**src/rtl/seg7_score_scan_if.sv**
```systemverilog
// rtl/seg7_score_scan_if.sv - score input and display output bundle for seg7_score_scan
interface seg7_score_scan_if;
  logic [3:0] hundreds;
  logic [3:0] tens;
  logic [3:0] ones;
  logic       load;
  logic [3:0] an;
  logic [6:0] seg;
  logic       dp;

  // Score source / display observer side
  modport master (
    output hundreds, tens, ones, load,
    input  an, seg, dp
  );

  // Display driver side
  modport slave (
    input  hundreds, tens, ones, load,
    output an, seg, dp
  );
endinterface

```
**src/rtl/seg7_score_scan.sv**
```systemverilog
// rtl/seg7_score_scan.sv - frame-coherent multiplexed 3-digit seven-segment score display
module seg7_score_scan #(
  parameter int REFRESH_DIV = 100000,
  parameter int DEAD_CYCLES = 2000
) (
  input logic              clk,
  input logic              rst_n,
  seg7_score_scan_if.slave bus
);

  localparam int             CW       = $clog2(REFRESH_DIV);
  localparam logic [CW-1:0]  CNT_LAST = CW'(REFRESH_DIV - 1);
  localparam logic [CW-1:0]  CNT_DEAD = CW'(DEAD_CYCLES);
  localparam logic [6:0]     SEG_OFF  = 7'b1111111;
  localparam logic [3:0]     AN_OFF   = 4'b1111;

  // Active-low segment pattern {g,f,e,d,c,b,a}; non-BCD codes show a dash
  function automatic logic [6:0] seg_decode(input logic [3:0] d);
    logic [6:0] s;
    case (d)
      4'd0:    s = 7'b1000000;
      4'd1:    s = 7'b1111001;
      4'd2:    s = 7'b0100100;
      4'd3:    s = 7'b0110000;
      4'd4:    s = 7'b0011001;
      4'd5:    s = 7'b0010010;
      4'd6:    s = 7'b0000010;
      4'd7:    s = 7'b1111000;
      4'd8:    s = 7'b0000000;
      4'd9:    s = 7'b0010000;
      default: s = 7'b0111111;
    endcase
    return s;
  endfunction

  logic [CW-1:0] cnt_q, cnt_d;
  logic [1:0]    idx_q, idx_d;
  logic [11:0]   shadow_q, shadow_d;
  logic [11:0]   disp_q, disp_d;
  logic          pending_q, pending_d;
  logic [3:0]    an_q, an_d;
  logic [6:0]    seg_q, seg_d;

  logic          slot_end;
  logic          commit;
  logic          dead;
  logic [3:0]    digit;
  logic          blank;

  // Slot/digit sequencing and frame-boundary commit of the shadowed score
  always_comb begin
    slot_end  = (cnt_q == CNT_LAST);
    commit    = slot_end && (idx_q == 2'd2) && pending_q;
    cnt_d     = slot_end ? '0 : cnt_q + CW'(1);
    idx_d     = idx_q;
    if (slot_end) begin
      idx_d = (idx_q == 2'd2) ? 2'd0 : idx_q + 2'd1;
    end
    // A load coinciding with a commit keeps pending set so it commits next frame
    shadow_d  = bus.load ? {bus.hundreds, bus.tens, bus.ones} : shadow_q;
    pending_d = bus.load ? 1'b1 : (commit ? 1'b0 : pending_q);
    disp_d    = commit ? shadow_q : disp_q;
  end

  // Output pattern for the current slot, with leading-zero blanking and dead-time
  always_comb begin
    dead  = (cnt_q < CNT_DEAD);
    digit = disp_q[3:0];
    blank = 1'b0;
    an_d  = AN_OFF;
    case (idx_q)
      2'd1: begin
        digit   = disp_q[7:4];
        blank   = (disp_q[11:8] == 4'd0) && (disp_q[7:4] == 4'd0);
        an_d[1] = 1'b0;
      end
      2'd2: begin
        digit   = disp_q[11:8];
        blank   = (disp_q[11:8] == 4'd0);
        an_d[2] = 1'b0;
      end
      default: begin
        an_d[0] = 1'b0;
      end
    endcase
    seg_d = blank ? SEG_OFF : seg_decode(digit);
    if (dead) begin
      an_d  = AN_OFF;
      seg_d = SEG_OFF;
    end
  end

  // State and registered display outputs; reset discards any pending score
  always_ff @(posedge clk) begin
    if (!rst_n) begin
      cnt_q     <= '0;
      idx_q     <= 2'd0;
      shadow_q  <= '0;
      disp_q    <= '0;
      pending_q <= 1'b0;
      an_q      <= AN_OFF;
      seg_q     <= SEG_OFF;
    end else begin
      cnt_q     <= cnt_d;
      idx_q     <= idx_d;
      shadow_q  <= shadow_d;
      disp_q    <= disp_d;
      pending_q <= pending_d;
      an_q      <= an_d;
      seg_q     <= seg_d;
    end
  end

  assign bus.an  = an_q;
  assign bus.seg = seg_q;
  assign bus.dp  = 1'b1;

endmodule
```
**src/flat_wrapper.sv**
```systemverilog
// flat-port wrapper written by rule: the top's interface ports become plain ports
module seg7_score_scan_flat 
#(
  parameter int REFRESH_DIV = 100000,
  parameter int DEAD_CYCLES = 2000
)
  (clk, rst_n, bus_hundreds, bus_tens, bus_ones, bus_load, bus_an, bus_seg, bus_dp);
  seg7_score_scan_if bus_i ();
  input logic clk;
  input logic rst_n;
  input wire logic [$bits(bus_i.hundreds)-1:0] bus_hundreds;
  input wire logic [$bits(bus_i.tens)-1:0] bus_tens;
  input wire logic [$bits(bus_i.ones)-1:0] bus_ones;
  input wire logic [$bits(bus_i.load)-1:0] bus_load;
  output wire logic [$bits(bus_i.an)-1:0] bus_an;
  output wire logic [$bits(bus_i.seg)-1:0] bus_seg;
  output wire logic [$bits(bus_i.dp)-1:0] bus_dp;
  assign bus_i.hundreds = bus_hundreds;
  assign bus_i.tens = bus_tens;
  assign bus_i.ones = bus_ones;
  assign bus_i.load = bus_load;
  assign bus_an = bus_i.an;
  assign bus_seg = bus_i.seg;
  assign bus_dp = bus_i.dp;
  seg7_score_scan #(.REFRESH_DIV(REFRESH_DIV), .DEAD_CYCLES(DEAD_CYCLES)) u_core (.clk(clk), .rst_n(rst_n), .bus(bus_i));
endmodule
```
**config.mk**
```make
export PLATFORM = sky130hd
export DESIGN_NAME = seg7_score_scan_flat
export DESIGN_NICKNAME = d
export VERILOG_FILES = /design/src/rtl/seg7_score_scan_if.sv /design/src/rtl/seg7_score_scan.sv /design/src/flat_wrapper.sv
export SDC_FILE = /design/constraint.sdc
export NUM_CORES = 1
export LEC_CHECK = 0
export ABC_CLOCK_PERIOD_IN_PS = 2500
export CORE_ASPECT_RATIO = 0.7
export CORE_MARGIN = 3
export CORE_UTILIZATION = 40
export DETAILED_ROUTE_END_ITERATION = 6
export HOLD_SLACK_MARGIN = 0.05
export PLACE_DENSITY = 0.62
export SLEW_MARGIN = 20
export SYNTH_ARGS = -nofsm -noshare
export SYNTH_HDL_FRONTEND = slang
export SYNTH_SLANG_ARGS = --single-unit
```
**constraint.sdc**
```tcl
create_clock -name clk -period 2.5 [get_ports clk]
set_clock_uncertainty 0.2 [all_clocks]
set_input_delay 0.625 -clock clk [delete_from_list [all_inputs] [get_ports clk]]
set_output_delay 0.625 -clock clk [all_outputs]
set_load 0.1 [all_outputs]
```
==> flow_metrics.env <==
export IMPL_status="completed"
export IMPL_synth_largest_area_cell="dfxtp_1"
export IMPL_cts_sinks=54
export IMPL_wl_per_cell_um=13.4
export IMPL_setup_viol=0
export IMPL_async_flop_share_pct=0
export IMPL_period_share_pct=87.1
export IMPL_leakagePower_nw=1.03
export IMPL_rsz0062_at_grt="false"
export IMPL_setup_tns_ps=0
export IMPL_track_usage_pct=14.5
export IMPL_antennaDiodeCount=0
export IMPL_via_per_inst=5.23
export IMPL_synth_avg_cell_area_um2=9.33
export IMPL_worstReg2RegStart="u_core.idx_q[0]"
export IMPL_arrival_ps=2190
export IMPL_placed_cell_area_um2=2730
export IMPL_end_kind="register"
export IMPL_drc=0
export IMPL_fp_dieW_um=99.4
export IMPL_cts_root_buffer="clkbuf_8"
export IMPL_grt_max_degree=21
export IMPL_worstPathMaxFanout=10
export IMPL_cts_hold_buf=0
export IMPL_hold_violations=0
export IMPL_gp_congestion=0.836
export IMPL_fin_nets=310
export IMPL_ys_warn_count=0
export IMPL_timing_fmax_ghz=0.459
export IMPL_grt_overflow_total=0
export IMPL_synth_edf_count=0
export IMPL_cts_max_level=2
export IMPL_ctsLongestPathBuffers=2
export IMPL_clk_latency_ps=310
export IMPL_area_growth_syn_to_layout_pct=15.9
export IMPL_post_cts_buffers=0
export IMPL_ys_types=46
export IMPL_startpoint_type="register"
export IMPL_path_clk_slew_ps=100
export IMPL_cts_buffers_inserted=5
export IMPL_antenna_found_initial=0
export IMPL_core_area_um2=5810
export IMPL_syn_cell_area_um2=2440
export IMPL_fin_crit_ps=2180
export IMPL_netlist_area_leader_share_pct=44.2
export IMPL_synthTopCellsByCount="dfxtp_1 (54), nand3_1 (23), nor2_1 (17)"
export IMPL_cts_resized=0
export IMPL_dpl_hpwl_um=3520
export IMPL_ys_ff_latch=54
export IMPL_cts_tree="done"
export IMPL_critical_path_class="reg2reg"
export IMPL_crit_slowest_cell="ha_1"
export IMPL_hold_path_startpoint="u_core.shadow_q[8]"
export IMPL_maxCapViolations=0
export IMPL_worstHoldPathCells=2
export IMPL_grt_pass1_vias=1712
export IMPL_via_count=1898
export IMPL_grt_pass1_wl_um=8420
export IMPL_reg2reg_to="u_core.bus.seg[4]"
export IMPL_synth_seq_area_share_pct=44.2
export IMPL_min_to="u_core.disp_q[8]"
export IMPL_cp_required_ps=2510
export IMPL_r2r_cells=8
export IMPL_initial_core_util_pct=42.0
export IMPL_path_cells="inv_1 > ha_1 > nor2_1 > a21o_1 > inv_1 > ha_1 > nand3_1 > a21bo_2"
export IMPL_slew_viol_final=0
export IMPL_num_io_pins=27
export IMPL_vdd_ir_drop_max_v=0.000275
export IMPL_final_antenna_net_count=0
export IMPL_first_pass_iters=4
export IMPL_fin_area_um2=2830
export IMPL_max_stage_delay_ps=460
export IMPL_p_per_area_nw_per_um2=524
export IMPL_die_area_um2=7100
export IMPL_syn_inst=262
export IMPL_synth_area_leaders="dfxtp_1 (44%), mux2i_1 (5.3%), nand3_1 (4.7%), ha_1 (4.1%), nor2b_1 (3.1%)"
export IMPL_dieHeight_um=71.4
export IMPL_first_iter_violations=118
export IMPL_routed_wl_um=4850
export IMPL_ys_flop_type="dfxtp_1"
export IMPL_fp_row_count=23
export IMPL_drive_gt1_share_pct=12.2
export IMPL_hp_class="reg2reg"
export IMPL_ff2ff_setup_slack_ps=320
export IMPL_io_buffers=24
export IMPL_yosysMostFrequentCell="dfxtp_1"
placed cells by master (no fill, tap or decap), types with 4 or more instances in the layout:
master / instances
nor2b_1: 12
o21ai_0: 15
a21boi_0: 7
and2_1: 4
a21oi_1: 6
clkdlybuf4s50_1: 14
ha_1: 8
nand2_1: 14
xnor2_1: 6
dfxtp_1: 54
nor2_1: 17
mux2i_1: 13
nand3_1: 23
nor4_1: 4
inv_1: 5
buf_4: 20
nand4_1: 9
clkbuf_8: 5
xor2_1: 6
a21boi_1: 8
registers in the layout, summed over array words and instances (netlist names):
name and cells:
u_core.cnt_q 17, u_core.pending_q 1, u_core.bus.an 3, u_core.bus.seg 7
u_core.disp_q 12, u_core.idx_q 2, u_core.shadow_q 12
cell type report:
class	count	area (µm²)
fill	573	2980
multi-input combinational	187	1250
sequential	54	1080
timing repair buffer	34	290
tap	75	93.8
clock buffer	5	68.8
clock inverter	3	28.8
inverter	5	18.8
per-stage QoR:
step	setup WS [ps]	hold slack, ps	utilization [%]	instances	power [mW]
floorplan	354	241	-	263	0.961
global placement	401	263	47.0	355	0.994
detailed placement	333	267	47.0	355	0.994
CTS	320	283	48.7	363	1.51
global route	124	306	48.7	363	1.55
finish	321	283	48.7	363	1.48
worst max-delay path, delay by kind of cell (launching register included):
kind            cells  cell delay (ps)
buf+inv             2              220
simple gates        2              160
compound gates      2              430
flops               1              390
fa+ha+maj           2              670
where the power goes:
part,switching (mW),total (mW),leakage [nW],internal [mW]
sequential,0.0118,0.888,0.439,0.876
combinational,0.0405,0.0855,0.539,0.0450
clock,0.300,0.509,0.0502,0.208
total,0.353,1.48,1.03,1.13
metal layers:
layer | wire, µm | vias to the layer above | global-route usage, %
met5 | 0 | - | 0
met4 | 27 | 0 | 3.64
met3 | 297 | 2 | 3.60
met2 | 1860 | 49 | 19.7
met1 | 2660 | 874 | 22.6
li1 | - | 973 | -
worst max path at each step:
stage	start	end	slack, ps	depth (start not counted)
2_1_floorplan	u_core.idx_q[0]	u_core.bus.seg[1]	350	9
6_report	u_core.idx_q[0]	u_core.bus.seg[4]	320	8
3_3_place_gp	u_core.cnt_q[0]	u_core.disp_q[9]	400	6
5_1_grt	u_core.idx_q[0]	u_core.bus.seg[5]	120	8
4_1_cts	u_core.idx_q[0]	u_core.bus.seg[4]	320	8
3_5_place_dp	u_core.idx_q[0]	u_core.bus.seg[4]	330	8
cell families (layout without fill, tap and decap cells):
| logic type | count (synthesis) | count (layout) | share of synthesized area (%) |
|---|---|---|---|
| fa+ha+maj | 8 | 8 | 4.10 |
| mux | 13 | 13 | 5.32 |
| simple gates | 99 | 99 | 22.6 |
| other cells | 1 | 2 | 0.153 |
| compound gates | 53 | 53 | 14.5 |
| buf+inv | 22 | 47 | 4.76 |
| xor+xnor | 12 | 12 | 4.30 |
| flops | 54 | 54 | 44.2 |
No activity file was read; power rests on OpenSTA's default activity.
